==> src/rtl/regfile_write_arbiter_if.sv <==
// Bundle for the register-file write arbiter: requester handshake plus the
// registered write-port triple. wr_onehot exists only when WR_ARB_ONEHOT_EN is defined.
interface regfile_write_arbiter_if #(
  parameter int NREQ = 4,
  parameter int AW   = 3,
  parameter int DW   = 32
);
  logic [NREQ-1:0]    req_valid;
  logic [NREQ*AW-1:0] req_addr;
  logic [NREQ*DW-1:0] req_data;
  logic [NREQ-1:0]    req_ready;
  logic               hold;
  logic               wr_en;
  logic [AW-1:0]      wr_addr;
  logic [DW-1:0]      wr_data;
`ifdef WR_ARB_ONEHOT_EN
  logic [(1<<AW)-1:0] wr_onehot;

  modport master (
    output req_valid, req_addr, req_data, hold,
    input  req_ready, wr_en, wr_addr, wr_data, wr_onehot
  );

  modport slave (
    input  req_valid, req_addr, req_data, hold,
    output req_ready, wr_en, wr_addr, wr_data, wr_onehot
  );
`else
  modport master (
    output req_valid, req_addr, req_data, hold,
    input  req_ready, wr_en, wr_addr, wr_data
  );

  modport slave (
    input  req_valid, req_addr, req_data, hold,
    output req_ready, wr_en, wr_addr, wr_data
  );
`endif
endinterface

==> src/rtl/regfile_write_arbiter.sv <==
// Round-robin arbiter sharing one register-file write port among NREQ requesters.
// Optional WR_ARB_ONEHOT_EN adds a decoded wr_onehot output from the registered write triple.
module regfile_write_arbiter #(
  parameter int NREQ = 4,
  parameter int AW   = 3,
  parameter int DW   = 32
) (
  input  logic                  clk,
  input  logic                  reset,
  regfile_write_arbiter_if.slave bus
);

  localparam int              PW       = (NREQ > 1) ? $clog2(NREQ) : 1;
  localparam logic [PW:0]     NREQ_W   = (PW+1)'(NREQ);
  localparam logic [PW-1:0]   LAST_IDX = PW'(NREQ - 1);

  logic [PW-1:0]   ptr;

  logic            gnt_vld_p0;
  logic [PW-1:0]   gnt_idx_p0;
  logic [NREQ-1:0] gnt_p0;
  logic [AW-1:0]   sel_addr_p0;
  logic [DW-1:0]   sel_data_p0;

  logic            wr_en_p1;
  logic [AW-1:0]   wr_addr_p1;
  logic [DW-1:0]   wr_data_p1;

  // Candidate index at distance off from base, wrapping modulo NREQ.
  function automatic logic [PW-1:0] rr_idx(input logic [PW-1:0] base, input int off);
    logic [PW:0] sum;
    sum = {1'b0, base} + (PW+1)'(off);
    if (sum >= NREQ_W) begin
      sum = sum - NREQ_W;
    end
    return sum[PW-1:0];
  endfunction

  // ---- p0: round-robin search starting at ptr ----
  always_comb begin
    gnt_vld_p0 = 1'b0;
    gnt_idx_p0 = '0;
    for (int off = 0; off < NREQ; off++) begin
      if (!gnt_vld_p0 && bus.req_valid[rr_idx(ptr, off)]) begin
        gnt_vld_p0 = 1'b1;
        gnt_idx_p0 = rr_idx(ptr, off);
      end
    end
    if (reset || bus.hold) begin
      gnt_vld_p0 = 1'b0;
    end
  end

  always_comb begin
    gnt_p0      = '0;
    sel_addr_p0 = '0;
    sel_data_p0 = '0;
    for (int i = 0; i < NREQ; i++) begin
      if (gnt_vld_p0 && (gnt_idx_p0 == PW'(i))) begin
        gnt_p0[i]   = 1'b1;
        sel_addr_p0 = bus.req_addr[i*AW +: AW];
        sel_data_p0 = bus.req_data[i*DW +: DW];
      end
    end
  end

  assign bus.req_ready = gnt_p0;

  // ---- p1: registered write triple and pointer advance ----
  always_ff @(posedge clk or posedge reset) begin
    if (reset) begin
      ptr        <= '0;
      wr_en_p1   <= 1'b0;
      wr_addr_p1 <= '0;
      wr_data_p1 <= '0;
    end else begin
      wr_en_p1 <= gnt_vld_p0;
      if (gnt_vld_p0) begin
        wr_addr_p1 <= sel_addr_p0;
        wr_data_p1 <= sel_data_p0;
        ptr        <= (gnt_idx_p0 == LAST_IDX) ? '0 : gnt_idx_p0 + 1'b1;
      end
    end
  end

  assign bus.wr_en   = wr_en_p1;
  assign bus.wr_addr = wr_addr_p1;
  assign bus.wr_data = wr_data_p1;

`ifdef WR_ARB_ONEHOT_EN
  logic [(1<<AW)-1:0] onehot_p1;

  always_comb begin
    onehot_p1 = '0;
    for (int k = 0; k < (1 << AW); k++) begin
      onehot_p1[k] = wr_en_p1 && (wr_addr_p1 == AW'(k));
    end
  end

  assign bus.wr_onehot = onehot_p1;
`endif

endmodule

==> src/flat_wrapper.sv <==
// flat-port wrapper written by rule: the top's interface ports become plain ports
module regfile_write_arbiter_flat 
#(
  parameter int NREQ = 4,
  parameter int AW   = 3,
  parameter int DW   = 32
)
  (clk, reset, bus_req_valid, bus_req_addr, bus_req_data, bus_hold, bus_req_ready, bus_wr_en, bus_wr_addr, bus_wr_data);
  regfile_write_arbiter_if #(.NREQ(NREQ), .AW(AW), .DW(DW)) bus_i ();
  input  logic clk;
  input  logic reset;
  input wire logic [$bits(bus_i.req_valid)-1:0] bus_req_valid;
  input wire logic [$bits(bus_i.req_addr)-1:0] bus_req_addr;
  input wire logic [$bits(bus_i.req_data)-1:0] bus_req_data;
  input wire logic [$bits(bus_i.hold)-1:0] bus_hold;
  output wire logic [$bits(bus_i.req_ready)-1:0] bus_req_ready;
  output wire logic [$bits(bus_i.wr_en)-1:0] bus_wr_en;
  output wire logic [$bits(bus_i.wr_addr)-1:0] bus_wr_addr;
  output wire logic [$bits(bus_i.wr_data)-1:0] bus_wr_data;
  assign bus_i.req_valid = bus_req_valid;
  assign bus_i.req_addr = bus_req_addr;
  assign bus_i.req_data = bus_req_data;
  assign bus_i.hold = bus_hold;
  assign bus_req_ready = bus_i.req_ready;
  assign bus_wr_en = bus_i.wr_en;
  assign bus_wr_addr = bus_i.wr_addr;
  assign bus_wr_data = bus_i.wr_data;
  regfile_write_arbiter #(.NREQ(NREQ), .AW(AW), .DW(DW)) u_core (.clk(clk), .reset(reset), .bus(bus_i));
endmodule
==> config.mk <==
export PLATFORM = sky130hd
export DESIGN_NAME = regfile_write_arbiter_flat
export DESIGN_NICKNAME = d
export VERILOG_FILES = /design/src/rtl/regfile_write_arbiter_if.sv /design/src/rtl/regfile_write_arbiter.sv /design/src/flat_wrapper.sv
export SDC_FILE = /design/constraint.sdc
export NUM_CORES = 1
export LEC_CHECK = 0
export BUFFER_PORTS_ARGS = -buffer_cell sky130_fd_sc_hd__buf_2
export CAP_MARGIN = 20
export CORE_MARGIN = 2
export CORE_UTILIZATION = 42
export CTS_BUF_LIST = sky130_fd_sc_hd__clkbuf_4 sky130_fd_sc_hd__clkbuf_8 sky130_fd_sc_hd__clkbuf_16
export DETAILED_ROUTE_END_ITERATION = 8
export PLACE_DENSITY_LB_ADDON = 0.12
export SETUP_SLACK_MARGIN = 0.15
export SYNTH_ARGS = -nofsm -noshare
export SYNTH_HDL_FRONTEND = slang
export SYNTH_SLANG_ARGS = --single-unit
==> constraint.sdc <==
create_clock -name clk -period 3.1 [get_ports clk]
set_clock_uncertainty 0.1 [all_clocks]
set_input_delay 0.62 -clock clk [delete_from_list [all_inputs] [get_ports clk]]
set_output_delay 0.62 -clock clk [all_outputs]
set_load 0.005 [all_outputs]
==> impl_metrics.tcl <==
set metrics [dict create \
    multiInputGateArea_um2 1454 \
    cts_sinks 38 \
    max_freq_mhz 356.6 \
    cp-start-kind "primary input" \
    synth_seq_area_share_pct 35.75 \
    synth.top_cells.by_area "dfrtp_1, a221oi_1, a21oi_1" \
    rsz0062_at_grt "false" \
    cts_hold_buffers 0 \
    layout-drive-gt1-share_pct 45.28 \
    postSynthAreaPerCell_um2 8.750 \
    min_period_ps 2805 \
    crit_top_cell "buf_2" \
    path_clk_slew_ps 80 \
    crit_type "primary input to primary output" \
    reg2reg_from "u_core.ptr[0]" \
    cp_max_fo 19 \
    synth_warnings 0 \
    cts_setup_buffers 0 \
    dieHeight_um 83.59 \
    synth.top_cell.area_share_pct 35.75 \
    max_stage_delay_ps 330 \
    dieArea_um2 6986 \
    status "completed" \
    syn_inst 304 \
    die_w_um 83.59 \
    setup_viol 0 \
    nNetsFinal 627 \
    dr.pass1.iters 5 \
    rows 28 \
    ant_nets 0 \
    synth_fp_nets 455 \
    htreeDepth 2 \
    ys_types 25 \
    crit_chain "buf_2, nand2b_1, a21oi_1, a211o_1, inv_1, ha_2, buf_12, and2_1, buf_2" \
    arrival_ps 2080 \
    min-delay-path-class "primary input to async pin" \
    fillers 556 \
    core-area_um2 6026 \
    rrSetupSlack_ps 470 \
    async_flop_share_pct 100.0 \
    cp_slowest_cell "a211o_1" \
    cts-root-buf "clkbuf_8" \
    port_buffers 186 \
    crit_required_ps 2380 \
    cts_tree "built" \
    slew_violations 0 \
    cts_buffer_depth 2 \
    n_antenna_cell 0 \
    crit_start "bus_req_valid[1]" \
    grt_max_degree 43 \
    drtIter0Drc 173 \
    grt_pass1_wl_um 13900 \
    vias 3043 \
    routed_via_density 5.513 \
    cellLeakagePower_nw 1.968 \
    clk_latency_ps 280 \
    cts_made_buffers 5 \
    synth_ff_type "dfrtp_1" \
    drc 0 \
    start_util_pct 44.14 \
    totalPowerFinal_mw 2.810 \
    antenna_found_initial 0 \
    powerDensity_nw_per_um2 749.7 \
    grt_remaining_overflow 0 \
    syn_area_um2 2660 \
    grt_pass1_vias 2995 \
    ys_top_cells_by_count "a21oi_1, dfrtp_1, a221oi_1" \
    hold_viol 0 \
    fin_cells 552 \
    ys_ff_latch 38 \
    crit_path_end_kind "primary output" \
    slew_headroom_pct 52.45 \
    drt-total-wl_um 8771 \
    register_area_um2 950.9 \
    wl_per_cell_um 15.89 \
    ir_worst_vdd_mv 0.3237 \
    synth_top_area_cell "dfrtp_1" \
    synth_most_common_cell "a21oi_1" \
    area_delta_synth_final_pct 40.92 \
    place_congestion 0.8060 \
    drv_cap 0 \
    fin_crit_sh_pct 90.47 \
    ios 187 \
    place_inst 543 \
    synth_edf_count 0 \
    groute.usage.overall_pct 23.88 \
    worstMarginPinSlew_ps 712.5 \
    dp_hpwl_um 6133 \
]
-- where the power goes --
| group | internal [mW] | switching [mW] |
|---|---|---|
| clock | 0.188 | 0.172 |
| sequential | 0.713 | 0.132 |
| combinational | 0.782 | 0.824 |
| total | 1.68 | 1.13 |
-- area by class of cell --
class	instances	share of cell area (%)
Inverter	31	3.171
Multi-Input combinational cell	204	38.78
Tap cell	75	2.503
Clock buffer	7	2.403
Timing Repair Buffer	196	27.64
Clock inverter	1	0.1335
Sequential cell	38	25.37
-- layer usage --
metal	GRT usage (%)	vias to the layer above	share of wire (%)
met5	0	-	0
li1	-	1459	-
met1	29.30	1430	40
met3	5.341	18	6.6
met2	41.89	136	51
met4	6.891	0	2.0
-- final timing paths --
check,end,cells after the start
setup / recovery,bus_req_ready[1],9
hold / removal,u_core.bus.wr_data[15],2
setup reg to reg,u_core.bus.wr_data[3],9
hold reg to reg,u_core.bus.wr_data[29],2
max in group asynchronous,u_core.bus.wr_data[3],3
min in group clk,u_core.bus.wr_data[29],2
-- through the flow --
step | util (%) | setup TNS (ps) | worst slack (ps) | hold WS [ps] | cell area, um^2
finish | 62.21 | 0 | 295.5 | 379.1 | 3749
global route | 62.21 | 0 | 211.0 | 417.4 | 3749
CTS | 61.52 | 0 | 151.6 | 397.0 | 3707
detailed placement | 59.88 | -2186 | -128.4 | 379.9 | 3608
global placement | 59.88 | -726.5 | -78.82 | 376.4 | 3608
floorplan | - | 0 | 384.5 | 385.3 | 2660
-- critical path: cells and delay by family --
kind | cells | cell delay (ps)
buf+inv | 4 | 530
compound gates | 2 | 390
fa+ha+maj | 1 | 280
simple gates | 2 | 250
-- logic make-up after synthesis --
kind of cell / count (synthesis) / synth area share (%)
AO/OA/AOI/OAI: 126 / 35.00
AND/OR/NAND/NOR: 63 / 13.03
buffers and inverters: 62 / 10.16
flip-flops: 38 / 35.75
multiplexers: 11 / 4.186
adder cells (fa/ha/maj): 4 / 1.882
-- what timing repair did --
| item | CTS | global route |
|---|---|---|
| resized for setup | 1 | 5 |
| endpoints found under the setup margin | 1 | 25 |
| hold endpoints to repair | 0 | 0 |
| gates cloned | 0 | 1 |
-- sequential cells by signal, summed over array words and instances, names as in the netlist --
register / count
u_core.bus.wr_data: 32
u_core.ptr: 2
u_core.bus.wr_addr: 3
u_core.bus.wr_en: 1
-- cell usage in the layout (no fill, tap or decap) --
cell type and instances:
buf_2 186, a21oi_1 52, dfrtp_1 38, a221oi_1 35, inv_1 30, nor2_1 27, a211o_1 25, and2_1 14
nor2b_1 11, mux2i_1 10, buf_4 8, o41ai_1 6, clkbuf_8 6, nand2_1 4, o41ai_2 4, nand2b_1 3
ha_2 3, nor4_4 2, or3_1 1, inv_4 1, o21ai_0 1, nor2b_4 1, o22ai_1 1, mux2_2 1
a21o_1 1, o22a_1 1, ha_1 1, clkinv_2 1, clkbuf_4 1, clkbuf_16 1, buf_12 1
Power figures use the tool's default switching activity.
